**src/rtl/control_unit_if.sv**
```systemverilog
// control_unit_if: bundles the DataPath-facing signals of the control sequencer.
//
// Ports / signals:
//   IR         instruction register contents; opcode = IR[31:27]
//   mem_ready  memory finished the current Read/Write this cycle
//   stop       halt request, honoured at an instruction boundary
//   PCout, Zlowout, MDRout, Rout, BAout, Csignout   bus-drive strobes
//   PCin, MARin, MDRin, IRin, Yin, Zlowin, Rin      register-load strobes
//   IncPC, ADD       ALU operation selects
//   Read, Write      memory strobes
//   Gra, Grb         register-field selects
//   run              high while executing
//
// Modports:
//   master  the control unit (drives strobes, observes IR/mem_ready/stop)
//   slave   the DataPath / memory side
interface control_unit_if;
  logic [31:0] IR;
  logic        mem_ready;
  logic        stop;

  logic PCout, Zlowout, MDRout, Rout, BAout, Csignout;
  logic PCin, MARin, MDRin, IRin, Yin, Zlowin, Rin;
  logic IncPC, ADD;
  logic Read, Write;
  logic Gra, Grb;
  logic run;

  modport master (
    input  IR, mem_ready, stop,
    output PCout, Zlowout, MDRout, Rout, BAout, Csignout,
    output PCin, MARin, MDRin, IRin, Yin, Zlowin, Rin,
    output IncPC, ADD, Read, Write, Gra, Grb, run
  );

  modport slave (
    output IR, mem_ready, stop,
    input  PCout, Zlowout, MDRout, Rout, BAout, Csignout,
    input  PCin, MARin, MDRin, IRin, Yin, Zlowin, Rin,
    input  IncPC, ADD, Read, Write, Gra, Grb, run
  );
endinterface

```
**src/rtl/control_unit.sv**
```systemverilog
// control_unit: hardwired Moore sequencer driving every DataPath control strobe.
// Fetches an instruction (T0-T2), decodes IR[31:27] and steps through the
// T-state sequence for ld, ldi, st, addi and halt, one state per clock.
//
// Ports:
//   clock        system clock, rising edge
//   clear        asynchronous active-low reset
//   bus          control_unit_if.master (IR, mem_ready, stop in; strobes, run out)
//   dbg_state_o  current FSM state encoding, for observation only
//
// Memory handshake: in a memory-wait state (T1, ld-T6, st-T7) the state's
// strobes act as the request and stay asserted; mem_ready is the completion
// signal, and the state advances on the first rising edge where mem_ready=1.
// In all other states mem_ready is ignored and the state lasts one cycle.
module control_unit (
  input  logic                 clock,
  input  logic                 clear,
  control_unit_if.master       bus,
  output logic [3:0]           dbg_state_o
);

  typedef enum logic [3:0] {
    S_RST  = 4'd0,
    S_T0   = 4'd1,
    S_T1   = 4'd2,
    S_T2   = 4'd3,
    S_T3   = 4'd4,
    S_T4   = 4'd5,
    S_T5   = 4'd6,
    S_T6   = 4'd7,
    S_T7   = 4'd8,
    S_HALT = 4'd9
  } state_e;

  localparam logic [4:0] OP_LD   = 5'b00000;
  localparam logic [4:0] OP_LDI  = 5'b00001;
  localparam logic [4:0] OP_ST   = 5'b00010;
  localparam logic [4:0] OP_ADDI = 5'b01100;
  localparam logic [4:0] OP_HALT = 5'b11011;

  state_e     state_q, state_d;
  logic [4:0] op_q, op_d;
  logic [4:0] ir_op;
  state_e     boundary_next;

  // Only the opcode field is decoded here; the rest of IR belongs to the DataPath.
  logic ir_unused;
  assign ir_unused = ^bus.IR[26:0];

  assign ir_op       = bus.IR[31:27];
  assign dbg_state_o = state_q;

  // Every transition that would start a new fetch checks stop first.
  assign boundary_next = bus.stop ? S_HALT : S_T0;

  always_ff @(posedge clock or negedge clear) begin
    if (!clear) begin
      state_q <= S_RST;
      op_q    <= 5'b00000;
    end else begin
      state_q <= state_d;
      op_q    <= op_d;
    end
  end

  // Next-state logic
  always_comb begin
    state_d = state_q;
    op_d    = op_q;
    case (state_q)
      S_RST: state_d = boundary_next;
      S_T0:  state_d = S_T1;
      S_T1:  state_d = bus.mem_ready ? S_T2 : S_T1;
      S_T2: begin
        case (ir_op)
          OP_HALT: state_d = S_HALT;
          OP_LD, OP_LDI, OP_ST, OP_ADDI: begin
            state_d = S_T3;
            op_d    = ir_op;
          end
          // Unrecognised opcodes retire as a no-op straight after fetch.
          default: state_d = boundary_next;
        endcase
      end
      S_T3: state_d = S_T4;
      S_T4: state_d = S_T5;
      S_T5: begin
        if (op_q == OP_LD || op_q == OP_ST) state_d = S_T6;
        else                                state_d = boundary_next;
      end
      S_T6: begin
        if (op_q == OP_LD) state_d = bus.mem_ready ? S_T7 : S_T6;
        else               state_d = S_T7;
      end
      S_T7: begin
        if (op_q == OP_ST) state_d = bus.mem_ready ? boundary_next : S_T7;
        else               state_d = boundary_next;
      end
      S_HALT:  state_d = S_HALT;
      default: state_d = S_RST;
    endcase
  end

  // Moore output decode: strobes depend on state and latched opcode only.
  always_comb begin
    bus.PCout    = 1'b0;
    bus.Zlowout  = 1'b0;
    bus.MDRout   = 1'b0;
    bus.Rout     = 1'b0;
    bus.BAout    = 1'b0;
    bus.Csignout = 1'b0;
    bus.PCin     = 1'b0;
    bus.MARin    = 1'b0;
    bus.MDRin    = 1'b0;
    bus.IRin     = 1'b0;
    bus.Yin      = 1'b0;
    bus.Zlowin   = 1'b0;
    bus.Rin      = 1'b0;
    bus.IncPC    = 1'b0;
    bus.ADD      = 1'b0;
    bus.Read     = 1'b0;
    bus.Write    = 1'b0;
    bus.Gra      = 1'b0;
    bus.Grb      = 1'b0;
    bus.run      = (state_q != S_RST) && (state_q != S_HALT);
    case (state_q)
      S_T0: begin
        bus.PCout  = 1'b1;
        bus.MARin  = 1'b1;
        bus.IncPC  = 1'b1;
        bus.Zlowin = 1'b1;
      end
      S_T1: begin
        // PCin repeats while waiting; harmless since Z is not reloaded.
        bus.Zlowout = 1'b1;
        bus.PCin    = 1'b1;
        bus.Read    = 1'b1;
        bus.MDRin   = 1'b1;
      end
      S_T2: begin
        bus.MDRout = 1'b1;
        bus.IRin   = 1'b1;
      end
      S_T3: begin
        bus.Grb = 1'b1;
        bus.Yin = 1'b1;
        // addi takes the base from the register file; the others use BA
        // so that register 0 reads as zero for address formation.
        if (op_q == OP_ADDI) bus.Rout  = 1'b1;
        else                 bus.BAout = 1'b1;
      end
      S_T4: begin
        bus.Csignout = 1'b1;
        bus.ADD      = 1'b1;
        bus.Zlowin   = 1'b1;
      end
      S_T5: begin
        bus.Zlowout = 1'b1;
        if (op_q == OP_LD || op_q == OP_ST) begin
          bus.MARin = 1'b1;
        end else begin
          bus.Gra = 1'b1;
          bus.Rin = 1'b1;
        end
      end
      S_T6: begin
        bus.MDRin = 1'b1;
        if (op_q == OP_LD) begin
          bus.Read = 1'b1;
        end else begin
          // Read stays low so MDR loads from the bus, not from memory.
          bus.Gra  = 1'b1;
          bus.Rout = 1'b1;
        end
      end
      S_T7: begin
        bus.MDRout = 1'b1;
        if (op_q == OP_LD) begin
          bus.Gra = 1'b1;
          bus.Rin = 1'b1;
        end else begin
          bus.Write = 1'b1;
        end
      end
      default: ;
    endcase
  end

endmodule
```
**src/flat_wrapper.sv**
```systemverilog
// flat-port wrapper written by rule: the top's interface ports become plain ports
module control_unit_flat 
  (clock, clear, dbg_state_o, bus_IR, bus_mem_ready, bus_stop, bus_PCout, bus_Zlowout, bus_MDRout, bus_Rout, bus_BAout, bus_Csignout, bus_PCin, bus_MARin, bus_MDRin, bus_IRin, bus_Yin, bus_Zlowin, bus_Rin, bus_IncPC, bus_ADD, bus_Read, bus_Write, bus_Gra, bus_Grb, bus_run);
  control_unit_if bus_i ();
  input  logic clock;
  input  logic clear;
  output logic [3:0] dbg_state_o;
  input wire logic [$bits(bus_i.IR)-1:0] bus_IR;
  input wire logic [$bits(bus_i.mem_ready)-1:0] bus_mem_ready;
  input wire logic [$bits(bus_i.stop)-1:0] bus_stop;
  output wire logic [$bits(bus_i.PCout)-1:0] bus_PCout;
  output wire logic [$bits(bus_i.Zlowout)-1:0] bus_Zlowout;
  output wire logic [$bits(bus_i.MDRout)-1:0] bus_MDRout;
  output wire logic [$bits(bus_i.Rout)-1:0] bus_Rout;
  output wire logic [$bits(bus_i.BAout)-1:0] bus_BAout;
  output wire logic [$bits(bus_i.Csignout)-1:0] bus_Csignout;
  output wire logic [$bits(bus_i.PCin)-1:0] bus_PCin;
  output wire logic [$bits(bus_i.MARin)-1:0] bus_MARin;
  output wire logic [$bits(bus_i.MDRin)-1:0] bus_MDRin;
  output wire logic [$bits(bus_i.IRin)-1:0] bus_IRin;
  output wire logic [$bits(bus_i.Yin)-1:0] bus_Yin;
  output wire logic [$bits(bus_i.Zlowin)-1:0] bus_Zlowin;
  output wire logic [$bits(bus_i.Rin)-1:0] bus_Rin;
  output wire logic [$bits(bus_i.IncPC)-1:0] bus_IncPC;
  output wire logic [$bits(bus_i.ADD)-1:0] bus_ADD;
  output wire logic [$bits(bus_i.Read)-1:0] bus_Read;
  output wire logic [$bits(bus_i.Write)-1:0] bus_Write;
  output wire logic [$bits(bus_i.Gra)-1:0] bus_Gra;
  output wire logic [$bits(bus_i.Grb)-1:0] bus_Grb;
  output wire logic [$bits(bus_i.run)-1:0] bus_run;
  assign bus_i.IR = bus_IR;
  assign bus_i.mem_ready = bus_mem_ready;
  assign bus_i.stop = bus_stop;
  assign bus_PCout = bus_i.PCout;
  assign bus_Zlowout = bus_i.Zlowout;
  assign bus_MDRout = bus_i.MDRout;
  assign bus_Rout = bus_i.Rout;
  assign bus_BAout = bus_i.BAout;
  assign bus_Csignout = bus_i.Csignout;
  assign bus_PCin = bus_i.PCin;
  assign bus_MARin = bus_i.MARin;
  assign bus_MDRin = bus_i.MDRin;
  assign bus_IRin = bus_i.IRin;
  assign bus_Yin = bus_i.Yin;
  assign bus_Zlowin = bus_i.Zlowin;
  assign bus_Rin = bus_i.Rin;
  assign bus_IncPC = bus_i.IncPC;
  assign bus_ADD = bus_i.ADD;
  assign bus_Read = bus_i.Read;
  assign bus_Write = bus_i.Write;
  assign bus_Gra = bus_i.Gra;
  assign bus_Grb = bus_i.Grb;
  assign bus_run = bus_i.run;
  control_unit u_core (.clock(clock), .clear(clear), .bus(bus_i), .dbg_state_o(dbg_state_o));
endmodule
```
**config.mk**
```make
export PLATFORM = sky130hd
export DESIGN_NAME = control_unit_flat
export DESIGN_NICKNAME = d
export VERILOG_FILES = /design/src/rtl/control_unit_if.sv /design/src/rtl/control_unit.sv /design/src/flat_wrapper.sv
export SDC_FILE = /design/constraint.sdc
export NUM_CORES = 1
export LEC_CHECK = 0
export BUFFER_PORTS_ARGS = -buffer_cell sky130_fd_sc_hd__buf_2
export CORE_AREA = 2 2 53 50
export CTS_CLUSTER_SIZE = 8
export DETAILED_ROUTE_END_ITERATION = 16
export DIE_AREA = 0 0 55 52
export PLACE_DENSITY = 0.81
export SLEW_MARGIN = 20
export SYNTH_ARGS = -nofsm -noshare
export SYNTH_HDL_FRONTEND = slang
export SYNTH_SLANG_ARGS = --single-unit
```
**constraint.sdc**
```tcl
create_clock -name clock -period 2.15 [get_ports clock]
set_clock_uncertainty 0.15 [all_clocks]
set_input_delay 0.645 -clock clock [delete_from_list [all_inputs] [get_ports clock]]
set_output_delay 0.645 -clock clock [all_outputs]
set_load 0.01 [all_outputs]
```
==> results of run 1 <==
registers in the layout, summed over array words and instances, names as in the netlist:
name	cells
u_core.op_q	5
u_core.dbg_state_o	4
critical path, cell delays in order, from the launching register on:
cell,delay (ps)
dfrtp_1,380
or4_4,540
and4_1,200
a31oi_1,170
nor2_1,70
buf_2,140
final cells by class:
cell class	instances	area share, %
timing repair buffer	62	32.1
multi-input combinational	75	44.1
sequential	9	17.6
inverter	5	1.44
clock buffer	4	2.02
tap	28	2.69
how the worst max path moves through the flow:
stage                               start   endpoint  slack [ps]  cells after the start
detailed placement         u_core.op_q[0]    bus_Gra        -130                      5
finish                     u_core.op_q[2]    bus_Rin        -400                      5
CTS                        u_core.op_q[0]    bus_Gra        -390                      5
global placement           u_core.op_q[0]    bus_Gra        -120                      5
floorplan           u_core.dbg_state_o[1]  bus_PCout          -7                      4
global route               u_core.op_q[2]    bus_Rin        -510                      5
power by group through the flow:
stage	Clock, µW	Sequential (µW)	Combinational (µW)
floorplan	0	338	650
CTS	131	314	1280
global placement	0	320	1100
global route	143	327	1610
finish	124	319	1510
detailed placement	0	328	1130
placed cells by master (no fill, tap or decap), types with 3 or more instances in the layout:
cell	Yosys	layout
buf_2	0	31
buf_4	4	23
buf_6	0	8
nor2_1	10	7
dfrtp_1	9	6
o21ai_0	5	5
nand2_1	7	5
inv_1	5	4
a21oi_1	5	4
a31oi_1	4	4
mux2_1	4	4
nor2_2	0	3
nand2_2	1	3
or3_4	0	3
nor3_1	4	3
clkbuf_4	0	3
dfrtp_2	0	3
repair_timing:
item | 4_1_cts | 5_1_grt
buffers inserted | 9 | 5
pin swaps | 6 | 2
gates cloned | 0 | 0
gates resized for setup | 10 | 22
hold buffers | 0 | 0
endpoints found under the setup margin | 16 | 18
metrics by stage:
| step | power [µW] | utilization (%) |
|---|---|---|
| after global routing | 2080 | 55.6 |
| after global placement | 1420 | 45.4 |
| after floorplan | 988 | - |
| after CTS | 1720 | 50.6 |
| after detailed placement | 1450 | 45.4 |
| final | 1960 | 55.6 |
logic make-up (layout without fill, tap and decap cells):
logic type / count (synthesis) / after routing / synth area share, %
AO/OA/AOI/OAI: 25 / 25 / 20.8
AND/OR/NAND/NOR: 44 / 44 / 33.3
flip-flops: 9 / 9 / 29.1
multiplexers: 4 / 4 / 5.82
XOR/XNOR: 2 / 2 / 2.26
buffers and inverters: 14 / 71 / 8.72
routing by layer:
| layer | up-vias | share of wire [%] | track usage (%) |
|---|---|---|---|
| met5 | - | 0 | 0 |
| met4 | 0 | 1.8 | 8.13 |
| met3 | 8 | 6.7 | 3.74 |
| met2 | 39 | 51 | 34.1 |
| met1 | 483 | 41 | 24.1 |
| li1 | 475 | - | - |
synth_stat cells, drive strengths merged (2+ instances only):
library cell	instances	area share, %
nor3	4	2.6
buf	4	3.9
or3	3	2.4
o21ai	6	3.9
nand2	8	4.2
nor2	10	4.8
and3	2	1.6
nor2b	2	1.6
mux2	4	5.8
inv	5	2.4
nand4	2	1.6
dfrtp	9	29
xnor2	2	2.3
o22ai	2	1.6
clkbuf	5	2.4
a211oi	2	1.9
nand3b	2	1.9
nor3b	2	1.9
a21oi	5	3.2
a31oi	4	3.2
==> qor.txt, run 1 <==
R2R Path End - u_core.op_q[1]
Reg2Reg Setup Slack - 230 ps
Final Critical Period - 2550 ps
Worst R2R Start - u_core.dbg_state_o[1]
Max-Cap Viols - 0
Placed Area - 0.00106 mm²
Slew Limit Fails - 0
Mapped Nets - 134
Post-Layout Inst Area - 0.00130 mm²
Peak fanout along the critical path - 2
Period utilization - 118%
CTS tree - yes
Row count - 17
Switch Pwr - 877 µW
CTS root buffer - clkbuf_4
YS warnings - 0
Status - complete, but fails checks
DRT iter0 DRCs - 30
WP data arrival - 1750 ps
Dpl ws - -134 ps
Pwr Density - 1500 mW/mm²
Core Region - 0.00234 mm²
Asr flop ratio synth - 100%
RSZ-0062 raised after global routing - true
DRT Pass-1 Iters - 4
Cells after Synth - 98
Area of the multi-input gates - 574 µm²
P_leak - 0.000657 µW
Critical Path RT - 1350 ps
Power share of the combinational group - 77.3%
Routed WL per cell - 15.4 µm
Peak Freq - 393 MHz
Setup Viol. Count Final - 9
Total wire length - 2830 µm
Final Hold Vio Count - 0
FF+latch count, synth - 9
Endpoint type of the worst setup path - primary output
Final non-filler cell total - 183
R2R cell count - 6
Total negative setup slack - -1800 ps
Most used DFF post-synth - dfrtp_1
Synth Area per Inst - 7.90 µm²
Post-synth EDFFs - 0
Die Height - 52 µm
Dpl hpwl - 1930 µm
Storage element area - 229 µm²
Diode count - 0
Starting Density - 33.1%
GRT Total Usage - 20.0%
First-pass GRT wire length - 4170 µm
Drt drc - 0
P_int - 1080 µW
Initial antenna violation count - 0
Cell variety after synth - 37
Die Wd - 55 µm
Post-route ant nets - 0
Final nets - 192
Syn-to-layout area delta - 68.0%
Vias in the first global route - 964
Layout cell share with drive strength beyond 1 - 57.4%
Clock buffer depth - 2
Clk_lat worst skew - 250 ps
DIE AREA - 0.00286 mm²
IO buf count - 32
H-Tree Depth - 1
Critical path class - reg -> out
Actual slew at the worst max-slew pin - 297 ps
Largest net degree at the start of global routing - 11
Fin worst setup slack - -397 ps
Slew Limit Headroom - 80.1%
CP startpoint kind - flip-flop
Vias - 1005
Sequential share of the synthesized area - 29.1%
Vias per cell - 5.49
Hold_ws - 89.4 ps
Clock share of power - 6.4%
Cts bufs inserted - 3
Final estimated routing congestion in global placement - 0.804
Switching share of power - 44.8%
I/O pin cnt - 60
Part of the power in registers - 16.3%
Cell Area, Synth - 774 µm²
VDD IR max - 905 µV
GR Overflow Total - 0
Fill cells - 218
Sink Count - 9
CTS clock-pin slew for the worst setup and hold paths - 60 ps
Failing checks - negative setup slack
Min-Delay Path Class - in -> async
Placed Cells - 165
No activity file was read; power rests on OpenSTA's default activity.
==> inputs of run 2 (changes only) <==
--- a/config.mk
+++ b/config.mk
@@ -5,12 +5,14 @@
 export SDC_FILE = /design/constraint.sdc
 export NUM_CORES = 1
 export LEC_CHECK = 0
+export ABC_AREA = 1
 export BUFFER_PORTS_ARGS = -buffer_cell sky130_fd_sc_hd__buf_2
 export CORE_AREA = 2 2 53 50
 export CTS_CLUSTER_SIZE = 8
 export DETAILED_ROUTE_END_ITERATION = 16
 export DIE_AREA = 0 0 55 52
-export PLACE_DENSITY = 0.81
+export PLACE_DENSITY = 0.79
+export RECOVER_POWER = 50
 export SLEW_MARGIN = 20
 export SYNTH_ARGS = -nofsm -noshare
 export SYNTH_HDL_FRONTEND = slang
==> qor.txt, run 2 <==
Status - finished clean
DRT iter0 DRCs - 28
Top reg by flops - u_core.op_q
Max-Cap Viols - 0
Asr flop ratio synth - 100%
Layout cell share with drive strength beyond 1 - 45.3%
Endpoint type of the worst setup path - primary output
Die Height - 52 µm
RSZ-0062 raised after global routing - true
Critical path endpoint - bus_Read
Most used DFF post-synth - dfrtp_1
Final nets - 196
WP data arrival - 1330 ps
Fin worst setup slack - 23.4 ps
Slew Limit Headroom - 68.1%
Vias per cell - 4.64
Post-route ant nets - 0
Reg2Reg Setup Slack - 510 ps
Critical path class - reg -> out
Sink Count - 9
Most numerous cell in the Yosys netlist - nand2_1
Placed Cells - 177
CP startpoint - u_core.op_q[3]
Die Wd - 55 µm
Worst R2R Start - u_core.dbg_state_o[1]
Largest net degree at the start of global routing - 10
First-pass GRT wire length - 2880 µm
Synth Area per Inst - 6.18 µm²
Final Core Density - 45.0%
Routed WL per cell - 11.1 µm
Area contributors post-synth - dfrtp_1, nand2_1, nor2_1
Row count - 17
Initial antenna violation count - 0
CTS clock-pin slew for the worst setup and hold paths - 70 ps
Most frequent cells in the layout - buf_2, nand2_1, nor2_1
R2R Path End - u_core.op_q[1]
Post-synth EDFFs - 0
Slew Limit Fails - 0
Synth cell count leaders - nand2_1, nor2_1, inv_1
Commonest non-fill, non-tap cell in the layout - buf_2
Peak fanout along the critical path - 4
Cell Area, Synth - 736 µm²
Actual slew at the worst max-slew pin - 478 ps
DIE AREA - 0.00286 mm²
Vias - 868
Drt drc - 0
H-Tree Depth - 1
Cells after Synth - 119
Sequential share of the synthesized area - 30.6%
Total wire length - 2080 µm
Diode count - 0
Final Hold Vio Count - 0
YS warnings - 0
Hold_ws - 158 ps
Mapped Nets - 155
GRT Total Usage - 14.1%
DRT Pass-1 Iters - 4
CTS tree - yes
CP startpoint kind - flip-flop
Starting Density - 31.4%
Cts bufs inserted - 3
Yosys top cell by area - dfrtp_1
Post-synth top area share - 30.6%
FF+latch count, synth - 9
Final non-filler cell total - 187
Min-Delay Path Class - in -> async
Peak Freq - 470 MHz
Setup Viol. Count Final - 0
CTS root buffer - clkbuf_4
P_leak - 0.000617 µW
Final estimated routing congestion in global placement - 0.782
Critical Path RT - 1350 ps
Vias in the first global route - 708
Syn-to-layout area delta - 43.0%
R2R cell count - 6
GR Overflow Total - 0
Dpl ws - 191 ps
Clk_lat worst skew - 260 ps
Dpl hpwl - 1500 µm
Cell variety after synth - 19
Max FFs per register - 5
Fill cells - 260
Clock buffer depth - 2
Pwr Density - 1280 mW/mm²
IO buf count - 32
VDD IR max - 629 µV
Storage element area - 228 µm²
Area of the multi-input gates - 460 µm²
Final Critical Period - 2130 ps
I/O pin cnt - 60
Core Region - 0.00234 mm²
Period utilization - 98.9%
run 2: metal layers:
metal | GRT usage, % | up-vias | wire length, µm
li1 | - | 445 | -
met1 | 17.5 | 391 | 885
met4 | 4.88 | 0 | 10
met2 | 23.4 | 30 | 1040
met5 | 0 | - | 0
met3 | 3.45 | 2 | 140
run 2: cell families after synthesis:
kind of cell           after synthesis  synth area share [%]
AOI/OAI and AO/OA                   14                  10.0
buffers and inverters               26                  14.8
DFF                                  9                  30.6
and+or+nand+nor                     70                  44.6
run 2: final cells by class:
type	instances	share of cell area, %
clock buffers	3	2.14
well taps	28	3.33
multi-input cells	84	43.8
inverters	23	8.68
clock inverters	1	0.476
repair buffers	39	20.0
flip-flops and latches	9	21.6
run 2: repair_timing:
action / 4_1_cts / 5_1_grt
gates resized for setup: 9 / 25
hold endpoints to repair: 0 / 0
buffers inserted: 3 / 3
pin swaps: 1 / 6
hold buffers: 0 / 0
setup endpoints to repair: 8 / 11
cloned: 0 / 0
run 2: stage by stage:
| step | cell area [µm²] | total power, µW | setup TNS (ps) |
|---|---|---|---|
| 2_1_floorplan | 736 | 787 | 0 |
| 3_3_place_gp | 916 | 991 | 0 |
| 3_5_place_dp | 916 | 1010 | 0 |
| 4_1_cts | 987 | 1220 | -9.49 |
| 5_1_grt | 1050 | 1470 | -329 |
| 6_report | 1050 | 1350 | 0 |
run 2: report_power, final:
| part | total [µW] | leakage [µW] | switching, µW | internal (µW) |
|---|---|---|---|---|
| Sequential | 340 | 0.000109 | 91.3 | 249 |
| Combinational | 876 | 0.000490 | 544 | 332 |
| Clock | 131 | 0.0000177 | 62.7 | 68.7 |
run 2: how the worst min path moves through the flow:
stage                                  to  startpoint
floorplan           u_core.dbg_state_o[0]       clear
global placement           u_core.op_q[4]       clear
detailed placement         u_core.op_q[1]       clear
CTS                 u_core.dbg_state_o[0]       clear
global route               u_core.op_q[2]       clear
finish                     u_core.op_q[2]       clear
run 2: worst max-delay path, cell delays in order (launching register included):
cell and delay, ps:
dfrtp_1 430, nor2_4 170, nand3_2 120, inv_2 90
nand2_1 70, nand2_1 70, buf_2 130
==> inputs of run 3 (changes only) <==
--- a/config.mk
+++ b/config.mk
@@ -5,13 +5,12 @@
 export SDC_FILE = /design/constraint.sdc
 export NUM_CORES = 1
 export LEC_CHECK = 0
-export ABC_AREA = 1
 export BUFFER_PORTS_ARGS = -buffer_cell sky130_fd_sc_hd__buf_2
 export CORE_AREA = 2 2 53 50
 export CTS_CLUSTER_SIZE = 8
 export DETAILED_ROUTE_END_ITERATION = 16
 export DIE_AREA = 0 0 55 52
-export PLACE_DENSITY = 0.79
+export PLACE_DENSITY = 0.81
 export RECOVER_POWER = 50
 export SLEW_MARGIN = 20
 export SYNTH_ARGS = -nofsm -noshare
==> qor.txt, run 3 (same netlist as run 1, synthesis figures left out) <==
Pwr Density - 1500 mW/mm²
RSZ-0062 raised after global routing - true
CTS tree - yes
Period utilization - 118%
Core Region - 0.00234 mm²
Final Critical Period - 2550 ps
Die Height - 52 µm
Final estimated routing congestion in global placement - 0.804
Most frequent cells in the layout - buf_2, buf_4, buf_6
R2R Path End - u_core.op_q[1]
Peak fanout along the critical path - 2
Drt drc - 0
CP startpoint kind - flip-flop
Placed Cells - 165
Fin worst setup slack - -396 ps
Vias in the first global route - 964
IO buf count - 32
Endpoint type of the worst setup path - primary output
Clk_lat worst skew - 250 ps
Slew Limit Fails - 0
Reg2Reg Setup Slack - 150 ps
DIE AREA - 0.00286 mm²
CTS root buffer - clkbuf_4
I/O pin cnt - 60
Row count - 17
Status - complete, but fails checks
Total wire length - 2820 µm
Cts bufs inserted - 3
Setup Viol. Count Final - 11
Final non-filler cell total - 183
Final Hold Vio Count - 0
WP data arrival - 1750 ps
Hold_ws - 184 ps
Die Wd - 55 µm
CTS clock-pin slew for the worst setup and hold paths - 60 ps
Diode count - 0
Largest net degree at the start of global routing - 11
GR Overflow Total - 0
Slew Limit Headroom - 65.7%
Post-route ant nets - 0
Dpl ws - -134 ps
Min-Delay Path Class - in -> async
Sink Count - 9
DRT Pass-1 Iters - 4
Critical Path RT - 1350 ps
Failing checks - negative setup slack
Vias - 992
Peak Freq - 393 MHz
P_leak - 0.000651 µW
R2R cell count - 6
Post-Layout Inst Area - 0.00129 mm²
Worst R2R Start - u_core.dbg_state_o[1]
H-Tree Depth - 1
Critical path class - reg -> out
Final nets - 192
First-pass GRT wire length - 4170 µm
Vias per cell - 5.42
VDD IR max - 894 µV
Clock buffer depth - 2
Layout cell share with drive strength beyond 1 - 55.5%
Max-Cap Viols - 0
Dpl hpwl - 1930 µm
Actual slew at the worst max-slew pin - 515 ps
CTS Hold Buffers Added - 0
Starting Density - 33.1%
Max FFs per register - 5
GRT Total Usage - 20.0%
Initial antenna violation count - 0
Commonest non-fill, non-tap cell in the layout - buf_2
Top reg by flops - u_core.op_q
Routed WL per cell - 15.4 µm
Placed Area - 0.00106 mm²
Syn-to-layout area delta - 67.2%
DRT iter0 DRCs - 31
-- run 3: cell count changes in the layout (fill, tap and decap cells not counted), moves of 4 or more --
cell and change:
inv_2 -6, nor2_4 -7, nor2_1 -10, mux2_1 +4
buf_4 +15, a31oi_1 +4, buf_6 +8, inv_1 -10
nand2_1 -19, nand3_1 -5
-- run 3: how the worst max path moves through the flow --
stage | startpoint | end | slack, ps | cells after the start
2_1_floorplan | u_core.dbg_state_o[1] | bus_PCout | -7 | 4
3_3_place_gp | u_core.op_q[0] | bus_Gra | -120 | 5
3_5_place_dp | u_core.op_q[0] | bus_Gra | -130 | 5
4_1_cts | u_core.op_q[0] | bus_Gra | -390 | 5
5_1_grt | u_core.op_q[2] | bus_Rin | -510 | 5
6_report | u_core.op_q[2] | bus_Rin | -400 | 5
-- run 3: final cells by class --
class / instances / area [µm²]
Clock buffer: 4 / 26.3
Fill cell: 220 / 1040
Tap cell: 28 / 35.0
Multi-Input combinational cell: 75 / 574
Inverter: 5 / 18.8
Timing Repair Buffer: 62 / 413
Sequential cell: 9 / 228
-- run 3: layer usage --
metal | part of all wire (%) | vias to the layer above | global-route usage [%]
met5 | 0 | - | 0
met2 | 50 | 40 | 34.1
met3 | 6.5 | 6 | 3.74
met4 | 1.7 | 0 | 8.13
li1 | - | 475 | -
met1 | 42 | 471 | 24.1
-- run 3: critical path: stages (launching register included) --
cell	delay (ps)
dfrtp_1	380
or4_4	540
and4_1	190
a31oi_1	170
nor2_1	70
buf_2	140
-- run 3: report_power, final --
part           internal [µW]  total (µW)  leakage [µW]  switching (µW)
combinational            758        1500      0.000525             743
clock                   71.2         126     0.0000150            54.5
sequential               239         317      0.000112            77.4
total                   1070        1940      0.000651             875
-- run 3: what timing repair did --
action | CTS | global route
endpoints found under the setup margin | 16 | 18
buffers inserted | 9 | 5
pin swaps | 6 | 2
resized for setup | 10 | 22
hold endpoints to repair | 0 | 0
-- run 3: stage by stage --
| stage | power (µW) | TNS, ps | utilization [%] |
|---|---|---|---|
| floorplan | 988 | -7.35 | - |
| global placement | 1420 | -237 | 45.4 |
| detailed placement | 1450 | -269 | 45.4 |
| CTS | 1720 | -1760 | 50.6 |
| global route | 2070 | -2860 | 55.3 |
| finish | 1940 | -1810 | 55.3 |
